### src/rtl/ram_access_ctrl.sv
// ram_access_ctrl: valid/ready initiator for a 1024x10 RAM (paired async read, word sync write).
// Optional RAM_ACCESS_SIGN_EXT_EN: sign-extend RD_WORD results instead of zero-extending. Rev 1.0
`default_nettype none

module ram_access_ctrl #(
  parameter int AW = 10,
  parameter int DW = 10
) (
  input  logic            clk,
  input  logic            reset,
  input  logic            req_valid,
  output logic            req_ready,
  input  logic [1:0]      req_op,
  input  logic [AW-1:0]   req_addr,
  input  logic [2*DW-1:0] req_wdata,
  output logic            resp_valid,
  output logic [2*DW-1:0] resp_rdata,
  output logic [AW-1:0]   mem_addr,
  output logic            mem_we,
  output logic [DW-1:0]   mem_wdata,
  input  logic [2*DW-1:0] mem_rdata
);

  localparam logic [1:0] OP_RD_WORD = 2'b00;
  localparam logic [1:0] OP_RD_PAIR = 2'b01;
  localparam logic [1:0] OP_WR_WORD = 2'b10;
  localparam logic [1:0] OP_WR_PAIR = 2'b11;

  localparam logic [2:0] S_IDLE = 3'd0;
  localparam logic [2:0] S_RD1  = 3'd1;
  localparam logic [2:0] S_RD2  = 3'd2;
  localparam logic [2:0] S_WR1  = 3'd3;
  localparam logic [2:0] S_WR2  = 3'd4;
  localparam logic [2:0] S_RESP = 3'd5;

  logic [2:0]      state;
  logic [2:0]      state_nx;
  logic [1:0]      op_q;
  logic [AW-1:0]   addr_q;
  logic [2*DW-1:0] wdata_q;

  logic            accept;
  logic            unaligned_pair;
  logic [AW-1:0]   addr_inc;
  logic [DW-1:0]   word_sel;
  logic [2*DW-1:0] word_ext;

  assign accept         = req_valid & req_ready;
  assign unaligned_pair = (op_q == OP_RD_PAIR) & addr_q[0];
  assign addr_inc       = addr_q + AW'(1);  // wraps modulo 2^AW
  assign word_sel       = addr_q[0] ? mem_rdata[2*DW-1:DW] : mem_rdata[DW-1:0];

`ifdef RAM_ACCESS_SIGN_EXT_EN
  assign word_ext = {{DW{word_sel[DW-1]}}, word_sel};
`else
  assign word_ext = {{DW{1'b0}}, word_sel};
`endif

  always_ff @(posedge clk) begin
    if (reset) state <= S_IDLE;
    else       state <= state_nx;
  end

  always_comb begin
    state_nx = state;
    case (state)
      S_IDLE: if (req_valid) state_nx = req_op[1] ? S_WR1 : S_RD1;
      S_RD1:  state_nx = unaligned_pair ? S_RD2 : S_RESP;
      S_RD2:  state_nx = S_RESP;
      S_WR1:  state_nx = (op_q == OP_WR_PAIR) ? S_WR2 : S_RESP;
      S_WR2:  state_nx = S_RESP;
      S_RESP: state_nx = S_IDLE;
      default: state_nx = S_IDLE;
    endcase
  end

  always_comb begin
    req_ready  = (state == S_IDLE);
    resp_valid = (state == S_RESP);
  end

  always_ff @(posedge clk) begin
    if (reset) begin
      op_q       <= OP_RD_WORD;
      addr_q     <= '0;
      wdata_q    <= '0;
      mem_addr   <= '0;
      mem_we     <= 1'b0;
      mem_wdata  <= '0;
      resp_rdata <= '0;
    end else begin
      case (state)
        S_IDLE: begin
          if (accept) begin
            op_q     <= req_op;
            addr_q   <= req_addr;
            wdata_q  <= req_wdata;
            mem_addr <= req_addr;
            if (req_op[1]) begin
              mem_we    <= 1'b1;
              mem_wdata <= req_wdata[DW-1:0];
            end
          end
        end
        S_RD1: begin
          if (op_q == OP_RD_WORD) begin
            resp_rdata <= word_ext;
          end else if (unaligned_pair) begin
            // Odd address: ram[addr] is the upper half of this pair, ram[addr+1] the lower of the next.
            resp_rdata[DW-1:0] <= mem_rdata[2*DW-1:DW];
            mem_addr           <= addr_inc;
          end else begin
            resp_rdata <= mem_rdata;
          end
        end
        S_RD2: resp_rdata[2*DW-1:DW] <= mem_rdata[DW-1:0];
        S_WR1: begin
          if (op_q == OP_WR_PAIR) begin
            mem_addr  <= addr_inc;
            mem_wdata <= wdata_q[2*DW-1:DW];
          end else begin
            mem_we <= 1'b0;
          end
        end
        S_WR2: mem_we <= 1'b0;
        default: ;
      endcase
    end
  end

endmodule

`default_nettype wire

### config.mk
export PLATFORM = sky130hd
export DESIGN_NAME = ram_access_ctrl
export DESIGN_NICKNAME = d
export VERILOG_FILES = /design/src/rtl/ram_access_ctrl.sv
export SDC_FILE = /design/constraint.sdc
export NUM_CORES = 1
export LEC_CHECK = 0
export ABC_AREA = 1
export CORE_MARGIN = 5
export CORE_UTILIZATION = 41
export CTS_CLUSTER_SIZE = 40
export DETAILED_ROUTE_END_ITERATION = 10
export PLACE_DENSITY = 0.82
export REMOVE_ABC_BUFFERS = 1
export SLEW_MARGIN = 40
export SYNTH_ARGS = -nofsm -noshare
export SYNTH_HDL_FRONTEND = slang
export SYNTH_SLANG_ARGS = --single-unit
### constraint.sdc
create_clock -name clk -period 1.3 [get_ports clk]
set_input_delay 0.39 -clock clk [delete_from_list [all_inputs] [get_ports clk]]
set_output_delay 0.39 -clock clk [all_outputs]
set_load 0.005 [all_outputs]
==> results.rst, run 1 <==
.. list-table::
   :header-rows: 1

   * - Metric
     - Value
   * - Run status
     - finished, violations left
   * - Violations in the final reports
     - setup timing
   * - Depth of the worst hold-timing path
     - 2
   * - Height of the die
     - 95.42 µm
   * - Clock transition at the registers of the reported paths
     - 0.07 ns
   * - Placed Instances
     - 631
   * - Reg-to-Reg Start
     - state[2]
   * - Headroom to the max-slew limit
     - 82.15%
   * - Top fanout value on the critical path
     - 5
   * - Final number of max-transition violations
     - 0
   * - Number of distinct standard cells referenced by the synthesized netlist
     - 26
   * - CTS tree
     - built
   * - Overall routed net length
     - 10.62 mm
   * - Synthesis-to-layout area growth
     - 70.89%
   * - Leakage power of the design
     - 2.109 nW
   * - Setup slack after layout
     - -0.1694 ns
   * - PortBufs
     - 97
   * - Worst-case hold slack
     - 0.4466 ns
   * - Most frequent cells in the layout
     - 56 x sky130_fd_sc_hd__nand2_1, 53 x sky130_fd_sc_hd__clkdlybuf4s50_1, 42 x sky130_fd_sc_hd__nor2_1, 38 x sky130_fd_sc_hd__buf_4, 35 x sky130_fd_sc_hd__dfxtp_2
   * - Delay of the slowest critical-path stage
     - 0.34 ns
   * - H-tree depth
     - 3
   * - Startpoint type of the worst setup path
     - register
   * - CP max-delay cell
     - sky130_fd_sc_hd__dfxtp_2
   * - Cell Area, Placed
     - 4313 µm²
   * - Pwr dens
     - 1925 nW/µm²
   * - Vias in the first global route
     - 3360
   * - Ys Warns
     - 0
   * - Largest net degree at the start of global routing
     - 25
   * - Vias
     - 3544
   * - Terminus of the critical flop-to-flop path
     - resp_rdata[9]
   * - Fraction of layout instances using a drive strength above 1
     - 38.77%
   * - Max Clock Skew
     - 0.01393 ns
   * - Finished Layout Cells
     - 669
   * - RSZ-0062 raised after global routing
     - yes
   * - Kind of end point of the critical path
     - register
   * - Worst VDD drop
     - 0.0009277 V
   * - Netlist area before placement
     - 2992 µm²
   * - Number of register bits inferred by synthesis
     - 66
   * - Top cell family by delay on the critical path
     - buffers and inverters
   * - Detailed-route wire length per cell
     - 15.87 µm
   * - Area enclosed by the die boundary
     - 9105 µm²
   * - Final Net Count
     - 623
   * - Pin slew with the least headroom to its limit
     - 0.2675 ns
   * - Detailed-placement wirelength estimate
     - 6.560 mm
   * - Clock latency of the later-clocked register in the worst-skew pair
     - 0.34 ns
   * - Number of nets still failing antenna checks after routing
     - 0
   * - Minimum setup slack among reg-to-reg paths
     - -0.17 ns
   * - Root buf cell
     - sky130_fd_sc_hd__clkbuf_8
   * - Placeable core region
     - 7176 µm²
   * - Cells along the critical path
     - inv_4 > buf_6 > nand2_4 > nor2_4 > buf_8 > clkinvlp_4 > buf_6 > a21oi_2 > a21oi_1
   * - Share of the yosys chip area belonging to registers
     - 44.17%
   * - RePlAce Congestion
     - 0.8738
   * - Post-route cell area
     - 5112 µm²
   * - Final number of hold-violating endpoints
     - 0
   * - Finish-stage setup viols
     - 63
   * - Post-route DRC
     - 0
   * - Die width
     - 95.42 µm
   * - Count of buffer and inverter cells on the critical path
     - 5
   * - Num ports
     - 98
   * - Library cell appearing most often on the critical path
     - sky130_fd_sc_hd__buf_6
   * - Wire length of the first global-routing pass
     - 15.63 mm
   * - Total negative slack
     - -6.214 ns
   * - Upper clock frequency limit
     - 680.6 MHz
   * - Initial antenna violation count
     - 0
   * - Cell count after synthesis
     - 422
   * - Avg Cell Area, Syn
     - 7.089 µm²
   * - Ratio of routed vias to standard cells
     - 5.297
   * - Filler Cells Inserted
     - 503
   * - First-pass iteration count of the detailed router
     - 5
   * - Shortest period the worst path allows
     - 1.469 ns
   * - Period Utilization, post-route
     - 113.0%
   * - Required time at the endpoint of the critical path
     - 1.53 ns
   * - Critical path class
     - register to register
   * - Clk buf depth
     - 2
   * - Drt first-iter violations
     - 152
   * - Total grt overflow
     - 0
   * - Endpoint, Worst Hold
     - wdata_q[18]
   * - Num CTS Buffers
     - 9
   * - Final core utilization
     - 71.25%
   * - Initial cell density of the core
     - 41.69%
   * - Most common library cell in the layout ignoring fill and taps
     - sky130_fd_sc_hd__nand2_1
   * - Start point of the worst min-delay path
     - wdata_q[18]
   * - Max Cap Violations
     - 0
   * - CTS sink cnt
     - 66
   * - Overall track demand over capacity in global routing
     - 21.89%
   * - Class of the most critical hold timing path
     - register to register
   * - Arrival time of data at the critical path endpoint
     - 1.70 ns
   * - Ant diodes
     - 0
   * - Number of placement rows
     - 31
   * - Depth of the most critical reg-to-reg path
     - 9
==> metal layers <==
metal,vias to the layer above,part of all wire [%],track usage [%]
met2,145,51,37.26
met3,20,6.9,5.998
met1,1680,40,26.35
met4,0,2.7,8.057
met5,-,0,0
li1,1699,-,-
==> worst min-delay path: stages, from the launching register on <==
cell and delay [ns]:
sky130_fd_sc_hd__dfxtp_1 0.30, sky130_fd_sc_hd__inv_1 0.05, sky130_fd_sc_hd__a21oi_1 0.06
==> cell usage after synthesis <==
| library cell | instances | area share (%) |
|---|---|---|
| sky130_fd_sc_hd__buf_6 | 1 | 0.38 |
| sky130_fd_sc_hd__o21ai_0 | 58 | 9.7 |
| sky130_fd_sc_hd__xor2_1 | 2 | 0.59 |
| sky130_fd_sc_hd__inv_2 | 7 | 0.88 |
| sky130_fd_sc_hd__nor2_4 | 2 | 0.75 |
| sky130_fd_sc_hd__nor3_1 | 2 | 0.33 |
| sky130_fd_sc_hd__o21ai_1 | 16 | 2.7 |
| sky130_fd_sc_hd__nor2_2 | 3 | 0.63 |
| sky130_fd_sc_hd__nor2_1 | 48 | 6.0 |
| sky130_fd_sc_hd__clkinv_1 | 2 | 0.25 |
| sky130_fd_sc_hd__dfxtp_1 | 66 | 44 |
| sky130_fd_sc_hd__a21oi_4 | 1 | 0.54 |
| sky130_fd_sc_hd__o211ai_1 | 2 | 0.50 |
| sky130_fd_sc_hd__nand4_1 | 10 | 2.1 |
| sky130_fd_sc_hd__clkbuf_2 | 1 | 0.17 |
| sky130_fd_sc_hd__nand2_2 | 5 | 1.0 |
| sky130_fd_sc_hd__nand2_1 | 64 | 8.0 |
| sky130_fd_sc_hd__buf_2 | 3 | 0.50 |
| sky130_fd_sc_hd__inv_1 | 28 | 3.5 |
| sky130_fd_sc_hd__or2_2 | 2 | 0.42 |
| sky130_fd_sc_hd__a31oi_1 | 10 | 2.1 |
| sky130_fd_sc_hd__a21oi_1 | 47 | 7.9 |
| sky130_fd_sc_hd__buf_4 | 3 | 0.75 |
| sky130_fd_sc_hd__nand3_1 | 22 | 3.7 |
| sky130_fd_sc_hd__ha_1 | 1 | 0.42 |
| sky130_fd_sc_hd__clkbuf_1 | 16 | 2.0 |
==> metrics by stage <==
stage          setup slack [ns]  total power (W)
3_3_place_gp            -0.4203         0.006668
6_report                -0.1694         0.009844
3_5_place_dp            -0.4691         0.006776
2_1_floorplan           -0.2952         0.004635
4_1_cts                 -0.1593         0.008958
5_1_grt                 -0.2736          0.01043
==> kinds of logic (layout without fill, tap and decap cells) <==
logic type	count (synthesis)	count (layout)	synth area share, %
XOR/XNOR	2	2	0.5856
adder cells (fa/ha/maj)	1	1	0.4182
AND/OR/NAND/NOR	158	158	23.00
AO/OA/AOI/OAI	134	134	23.38
flip-flops	66	66	44.17
buffers and inverters	61	209	8.448
==> sequential cells by signal (all words and copies together) (netlist names) <==
register    cells
mem_wdata      10
mem_we          1
resp_rdata     20
wdata_q        10
op_q            2
mem_addr       10
state           3
addr_q         10
==> cell type report <==
class | count | area (µm²) | share of cell area (%)
clock buffers | 11 | 151.4 | 2.961
clock inverters | 3 | 40.04 | 0.7832
repair buffers | 158 | 1520 | 29.74
well taps | 99 | 123.9 | 2.423
inverters | 37 | 166.4 | 3.255
flip-flops and latches | 66 | 1373 | 26.85
multi-input cells | 295 | 1738 | 33.99
==> power breakdown <==
part           switching (W)  internal (W)  leakage (nW)
sequential          0.000404       0.00272         0.558
clock               0.000756      0.000963         0.101
combinational        0.00257       0.00243          1.45
==> how the worst max path moves through the flow <==
stage | start | end | slack, ns | cells past startpoint
after floorplan | state[1] | mem_wdata[0] | -0.30 | 7
after global placement | req_valid | addr_q[9] | -0.42 | 8
after detailed placement | req_valid | addr_q[3] | -0.47 | 8
after CTS | state[2] | req_ready | -0.16 | 5
after global routing | state[2] | mem_addr[5] | -0.27 | 10
final | state[2] | resp_rdata[9] | -0.17 | 9
==> repair_timing <==
| action | in CTS | in global routing |
|---|---|---|
| cloned | 0 | 2 |
| hold buffers | 0 | 0 |
| pin swaps | 5 | 25 |
| resized for setup | 204 | 86 |
| endpoints found under the setup margin | 104 | 91 |
| setup buffers | 7 | 16 |
Note: power is estimated with default switching activity, not from simulation.
==> inputs of run 2 (changes only) <==
Settings changed: CELL_PAD_IN_SITES_DETAIL_PLACEMENT set to 0, CELL_PAD_IN_SITES_GLOBAL_PLACEMENT set to 2, CORE_UTILIZATION 41 to 22, PLACE_DENSITY 0.82 to 0.83.
==> results.rst, run 2 (synthesis gave the netlist of run 1 again) <==
.. list-table::
   :header-rows: 1

   * - Metric
     - Value
   * - Run status
     - finished, violations left
   * - Violations in the final reports
     - setup timing
   * - Clock latency of the later-clocked register in the worst-skew pair
     - 0.33 ns (about the same)
   * - Drt first-iter violations
     - 146 (-3.9%)
   * - RSZ-0062 raised after global routing
     - yes
   * - Height of the die
     - 126.6 µm (+33%)
   * - Max Clock Skew
     - 0.004495 ns (-0.009430 ns)
   * - H-tree depth
     - 3 (unchanged)
   * - Initial antenna violation count
     - 0 (unchanged)
   * - Placeable core region
     - 13300 µm² (+85%)
   * - Detailed-route wire length per cell
     - 14.47 µm (-8.8%)
   * - Most common library cell in the layout ignoring fill and taps
     - sky130_fd_sc_hd__nand2_1
   * - Most frequent cells in the layout
     - 59 x sky130_fd_sc_hd__nand2_1, 54 x sky130_fd_sc_hd__clkdlybuf4s50_1, 45 x sky130_fd_sc_hd__nor2_1, 40 x sky130_fd_sc_hd__a21oi_1, 40 x sky130_fd_sc_hd__buf_4
   * - Ratio of routed vias to standard cells
     - 4.425 (-16%)
   * - Required time at the endpoint of the critical path
     - 0.91 ns (-0.62 ns)
   * - First-pass iteration count of the detailed router
     - 4 (-1)
   * - Startpoint type of the worst setup path
     - register
   * - Wire length of the first global-routing pass
     - 16.87 mm (+7.9%)
   * - Leakage power of the design
     - 2.090 nW (-0.90%)
   * - Finish-stage setup viols
     - 61 (-3.2%)
   * - Number of nets still failing antenna checks after routing
     - 0 (unchanged)
   * - Top fanout value on the critical path
     - 5 (unchanged)
   * - Num ports
     - 98 (unchanged)
   * - PortBufs
     - 97 (unchanged)
   * - Class of the most critical hold timing path
     - register to register
   * - Overall track demand over capacity in global routing
     - 13.20% (-8.7 points)
   * - Max Cap Violations
     - 0 (unchanged)
   * - Period Utilization, post-route
     - 110.8% (-2.2 points)
   * - Clk buf depth
     - 2 (unchanged)
   * - Pwr dens
     - 1961 nW/µm² (+1.8%)
   * - Finished Layout Cells
     - 742 (+11%)
   * - Final core utilization
     - 38.27% (-33 points)
   * - CTS tree
     - built
   * - CTS Hold Buffers Added
     - 0 (unchanged)
   * - Worst VDD drop
     - 0.0008901 V (-4.1%)
   * - Power after layout
     - 0.009976 W (+1.3%)
   * - Vias
     - 3283 (-7.4%)
   * - Clock transition at the registers of the reported paths
     - 0.05 ns (-0.02 ns)
   * - Most flop-heavy register
     - resp_rdata
   * - Synthesis-to-layout area growth
     - 70.10%
   * - Overall routed net length
     - 10.74 mm (+1.1%)
   * - Setup slack after layout
     - -0.1408 ns (+0.02852 ns)
   * - Filler Cells Inserted
     - 1372 (+170%)
   * - Shortest period the worst path allows
     - 1.441 ns (-0.02852 ns)
   * - Pin slew with the least headroom to its limit
     - 0.4458 ns (+0.1784 ns)
   * - Final number of hold-violating endpoints
     - 0 (unchanged)
   * - Final number of max-transition violations
     - 0 (unchanged)
   * - Initial cell density of the core
     - 22.50% (-19 points)
   * - Die width
     - 126.6 µm (+33%)
   * - Number of placement rows
     - 42 (+35%)
   * - Upper clock frequency limit
     - 694.0 MHz (+2.0%)
   * - Area enclosed by the die boundary
     - 16030 µm² (+76%)
   * - Num CTS Buffers
     - 9 (unchanged)
   * - Post-route DRC
     - 0 (unchanged)
   * - RePlAce Congestion
     - 0.8084 (-7.5%)
   * - Critical path class
     - register to primary output
   * - Fraction of layout instances using a drive strength above 1
     - 33.39% (-5.4 points)
   * - Arrival time of data at the critical path endpoint
     - 1.05 ns (-0.65 ns)
   * - Max reg flops
     - 20 (unchanged)
   * - Headroom to the max-slew limit
     - 70.08% (-12 points)
   * - Detailed-placement wirelength estimate
     - 7.561 mm (+15%)
   * - Root buf cell
     - sky130_fd_sc_hd__clkbuf_16
   * - Largest net degree at the start of global routing
     - 30 (+20%)
   * - CTS sink cnt
     - 66 (unchanged)
   * - Final Net Count
     - 618 (-0.80%)
   * - Ant diodes
     - 0 (unchanged)
   * - Placed Instances
     - 718 (+14%)
   * - Vias in the first global route
     - 3336 (-0.71%)
   * - Kind of end point of the critical path
     - primary output
   * - Total grt overflow
     - 0 (unchanged)
## run 2: changes by cell type in the layout (fill, tap and decap cells not counted), moves of 5 or more
cell / delta
sky130_fd_sc_hd__a21oi_1: +11
sky130_fd_sc_hd__clkbuf_16: +9
sky130_fd_sc_hd__o21ai_1: +5
sky130_fd_sc_hd__dfxtp_1: +10
sky130_fd_sc_hd__a21oi_2: -10
sky130_fd_sc_hd__clkbuf_8: -10
sky130_fd_sc_hd__dfxtp_2: -10
sky130_fd_sc_hd__buf_6: -6
sky130_fd_sc_hd__clkdlybuf4s15_1: -6
## run 2: per-layer routing
layer / vias up / track usage (%) / part of all wire (%)
li1: 1698 / - / -
met1: 1489 / 16.89 / 44
met2: 90 / 21.01 / 49
met3: 6 / 4.540 / 6.4
met4: 0 / 4.038 / 0.77
met5: - / 0 / 0
## run 2: area by class of cell
| cell class | instances | area [µm²] | area share [%] |
|---|---|---|---|
| inverter | 37 | 156.4 | 3.074 |
| multi-input combinational | 295 | 1609 | 31.62 |
| clock inverter | 5 | 55.05 | 1.082 |
| sequential | 66 | 1360 | 26.73 |
| clock buffer | 10 | 239.0 | 4.696 |
| tap | 176 | 220.2 | 4.328 |
| timing repair buffer | 153 | 1449 | 28.47 |
## run 2: worst paths after layout
kind                                   from            end  slack, ns  depth (start not counted)
worst max register to register     state[2]  resp_rdata[7]      -0.10                          9
worst max-delay path               state[1]     resp_valid      -0.14                          2
worst min register to register  wdata_q[10]    wdata_q[10]       0.44                          2
worst min-delay path            wdata_q[10]    wdata_q[10]       0.44                          2
## run 2: through the flow
stage / setup TNS (ns) / hold slack (ns) / setup slack, ns / cell area [µm²]
3_3_place_gp: -21.17 / 0.4330 / -0.4518 / 4497
2_1_floorplan: -12.03 / 0.4266 / -0.2952 / 2878
5_1_grt: -7.855 / 0.4585 / -0.1932 / 5089
4_1_cts: -2.983 / 0.4485 / -0.1421 / 4923
6_report: -2.688 / 0.4405 / -0.1408 / 5089
3_5_place_dp: -21.92 / 0.4402 / -0.4564 / 4497
## run 2: what timing repair did
action                     4_1_cts  5_1_grt
pin swaps                        2       14
cloned                           0        2
setup buffers                    3        4
setup endpoints to repair      101       91
gates resized for setup        154       90
## run 2: report_power, final
group	total, W	switching (W)	leakage [nW]	internal (W)
Combinational	0.00447	0.00227	1.40	0.00220
Sequential	0.00310	0.000400	0.555	0.00271
Clock	0.00240	0.000884	0.140	0.00152
Total	0.00998	0.00355	2.09	0.00642
## run 2: worst max-delay path, cell delays in order, from the launching register on
cell and delay [ns]:
sky130_fd_sc_hd__dfxtp_4 0.37, sky130_fd_sc_hd__nor3_2 0.19, sky130_fd_sc_hd__buf_2 0.16
==> inputs of run 3 (changes only) <==
Settings changed: CORE_UTILIZATION 22 to 30, DONT_BUFFER_PORTS set to 1, PLACE_DENSITY 0.83 to unset, PLACE_DENSITY_LB_ADDON set to 0.1.
==> results.rst, run 3 (synthesis gave the netlist of run 1 again) <==
.. list-table::
   :header-rows: 1

   * - Metric
     - Value
   * - Kind of end point of the critical path
     - primary output
   * - Top cell family by delay on the critical path
     - flip-flops
   * - CP max-delay cell
     - sky130_fd_sc_hd__dfxtp_2
   * - Die width
     - 109.9 µm (-13%)
   * - Placeable core region
     - 9729 µm² (-27%)
   * - Num CTS Buffers
     - 9 (unchanged)
   * - Final number of hold-violating endpoints
     - 0 (unchanged)
   * - Class of the most critical hold timing path
     - primary input to register
   * - Pin slew with the least headroom to its limit
     - 0.3790 ns (-0.06685 ns)
   * - RSZ-0062 raised after global routing
     - yes
   * - Filler Cells Inserted
     - 1025 (-25%)
   * - Headroom to the max-slew limit
     - 74.47% (+4.4 points)
   * - Place WS
     - -0.1020 ns (+0.3544 ns)
   * - Total grt overflow
     - 0 (unchanged)
   * - CTS sink cnt
     - 66 (unchanged)
   * - Violations in the final reports
     - setup timing
   * - Initial antenna violation count
     - 0 (unchanged)
   * - Fraction of layout instances using a drive strength above 1
     - 38.70% (+5.3 points)
   * - Shortest period the worst path allows
     - 1.522 ns (+0.08131 ns)
   * - Drt first-iter violations
     - 114 (-22%)
   * - Clock latency of the later-clocked register in the worst-skew pair
     - 0.34 ns (about the same)
   * - CTS tree
     - built
   * - Startpoint type of the worst setup path
     - register
   * - Most frequent cells in the layout
     - 62 x sky130_fd_sc_hd__dfxtp_1, 51 x sky130_fd_sc_hd__nand2_1, 37 x sky130_fd_sc_hd__buf_4, 35 x sky130_fd_sc_hd__nor2_1, 31 x sky130_fd_sc_hd__a21oi_1
   * - Post-route DRC
     - 0 (unchanged)
   * - Vias in the first global route
     - 3065 (-8.1%)
   * - Final Net Count
     - 529 (-14%)
   * - Delay of the slowest critical-path stage
     - 0.36 ns (about the same)
   * - Vias
     - 3017 (-8.1%)
   * - Period Utilization, post-route
     - 117.1% (+6.3 points)
   * - Final number of max-transition violations
     - 0 (unchanged)
   * - Detailed-placement wirelength estimate
     - 6.716 mm (-11%)
   * - PortBufs
     - 0 (-100%)
   * - Root buf cell
     - sky130_fd_sc_hd__clkbuf_8
   * - Most flop-heavy register
     - resp_rdata
   * - Worst-case hold slack
     - 0.1057 ns (-0.3347 ns)
   * - Ant diodes
     - 0 (unchanged)
   * - Worst VDD drop
     - 0.001003 V (+13%)
   * - Max Clock Skew
     - 0.01359 ns (+0.009092 ns)
   * - Largest net degree at the start of global routing
     - 36 (+20%)
   * - Count of buffer and inverter cells on the critical path
     - 3 (+2)
   * - Height of the die
     - 109.9 µm (-13%)
   * - Critical path class
     - register to primary output
   * - Cells along the critical path
     - inv_4 > buf_6 > nor3_2 > buf_4
   * - Initial cell density of the core
     - 30.75% (+8.2 points)
   * - Run status
     - finished, violations left
   * - Power after layout
     - 0.009901 W (-0.75%)
   * - Leakage power of the design
     - 1.773 nW (-15%)
   * - Most common library cell in the layout ignoring fill and taps
     - sky130_fd_sc_hd__dfxtp_1
   * - Top fanout value on the critical path
     - 3 (-2)
   * - First-pass iteration count of the detailed router
     - 4 (unchanged)
   * - Finish-stage setup viols
     - 47 (-23%)
   * - RePlAce Congestion
     - 0.8096 (+0.15%)
   * - Ratio of routed vias to standard cells
     - 4.938 (+12%)
   * - Clock transition at the registers of the reported paths
     - 0.08 ns (+0.03 ns)
   * - Num ports
     - 98 (unchanged)
   * - Pwr dens
     - 2234 nW/µm² (+14%)
   * - Number of placement rows
     - 36 (-14%)
   * - Detailed-route wire length per cell
     - 16.74 µm (+16%)
   * - Overall track demand over capacity in global routing
     - 16.94% (+3.7 points)
   * - Upper clock frequency limit
     - 657.0 MHz (-5.3%)
   * - Finished Layout Cells
     - 611 (-18%)
   * - Max Cap Violations
     - 0 (unchanged)
   * - H-tree depth
     - 3 (unchanged)
   * - Arrival time of data at the critical path endpoint
     - 1.13 ns (+0.08 ns)
   * - Synthesis-to-layout area growth
     - 48.14%
   * - Placed Instances
     - 572 (-20%)
   * - Max reg flops
     - 20 (unchanged)
   * - Required time at the endpoint of the critical path
     - 0.91 ns (about the same)
   * - Number of nets still failing antenna checks after routing
     - 0 (unchanged)
   * - Overall routed net length
     - 10.23 mm (-4.7%)
   * - Wire length of the first global-routing pass
     - 15.70 mm (-7.0%)
   * - Clk buf depth
     - 2 (unchanged)
   * - Setup slack after layout
     - -0.2221 ns (-0.08131 ns)
   * - Area enclosed by the die boundary
     - 12070 µm² (-25%)
run 3: worst paths after layout:
check | start | endpoint | slack, ns | depth (start not counted)
worst max-delay path | state[2] | resp_valid | -0.22 | 4
worst min-delay path | reset | mem_addr[9] | 0.11 | 1
worst max register to register | state[0] | mem_addr[0] | -0.18 | 10
worst min register to register | wdata_q[17] | wdata_q[17] | 0.44 | 2
run 3: per-stage QoR:
step	TNS, ns	area (µm²)	utilization, %
6_report	-5.323	4432	45.55
5_1_grt	-9.513	4432	45.55
4_1_cts	-3.490	4089	42.03
3_5_place_dp	-2.499	3440	35.35
3_3_place_gp	-2.618	3440	35.35
2_1_floorplan	-12.03	2878	-
run 3: worst register-to-register path: stages, from the launching register on:
cell	delay, ns
sky130_fd_sc_hd__dfxtp_4	0.37
sky130_fd_sc_hd__buf_6	0.13
sky130_fd_sc_hd__nand2_4	0.06
sky130_fd_sc_hd__nor2_4	0.04
sky130_fd_sc_hd__nand2_2	0.09
sky130_fd_sc_hd__nand2_4	0.08
sky130_fd_sc_hd__nor2_4	0.21
sky130_fd_sc_hd__buf_6	0.15
sky130_fd_sc_hd__clkinv_8	0.09
sky130_fd_sc_hd__nor2_4	0.10
sky130_fd_sc_hd__nor2_2	0.04
run 3: power breakdown:
part | internal, W | switching (W) | total, W
clock | 0.00133 | 0.000828 | 0.00216
sequential | 0.00265 | 0.000526 | 0.00318
combinational | 0.00214 | 0.00242 | 0.00456
run 3: cell type report:
class,instances,area [µm²],share of cell area [%]
Multi-Input combinational cell,295,1819,41.05
Sequential cell,66,1331,30.04
Timing Repair Buffer,64,686.9,15.50
Inverter,37,177.7,4.009
Tap cell,133,166.4,3.755
Clock buffer,10,137.6,3.106
Clock inverter,6,112.6,2.541
run 3: timing repair:
item / in CTS / in global routing
endpoints found under the setup margin: 60 / 67
gates cloned: 2 / 2
hold buffers: 0 / 0
setup buffers: 20 / 2
gates resized for setup: 65 / 105
pin swaps: 8 / 20
run 3: layer usage:
metal  share of wire [%]  vias up  GRT usage [%]
li1                    -     1515              -
met1                  42     1416          19.68
met2                  50       76          29.46
met3                 7.0       10          5.637
met4                 1.3        0          4.898
met5                   0        -              0
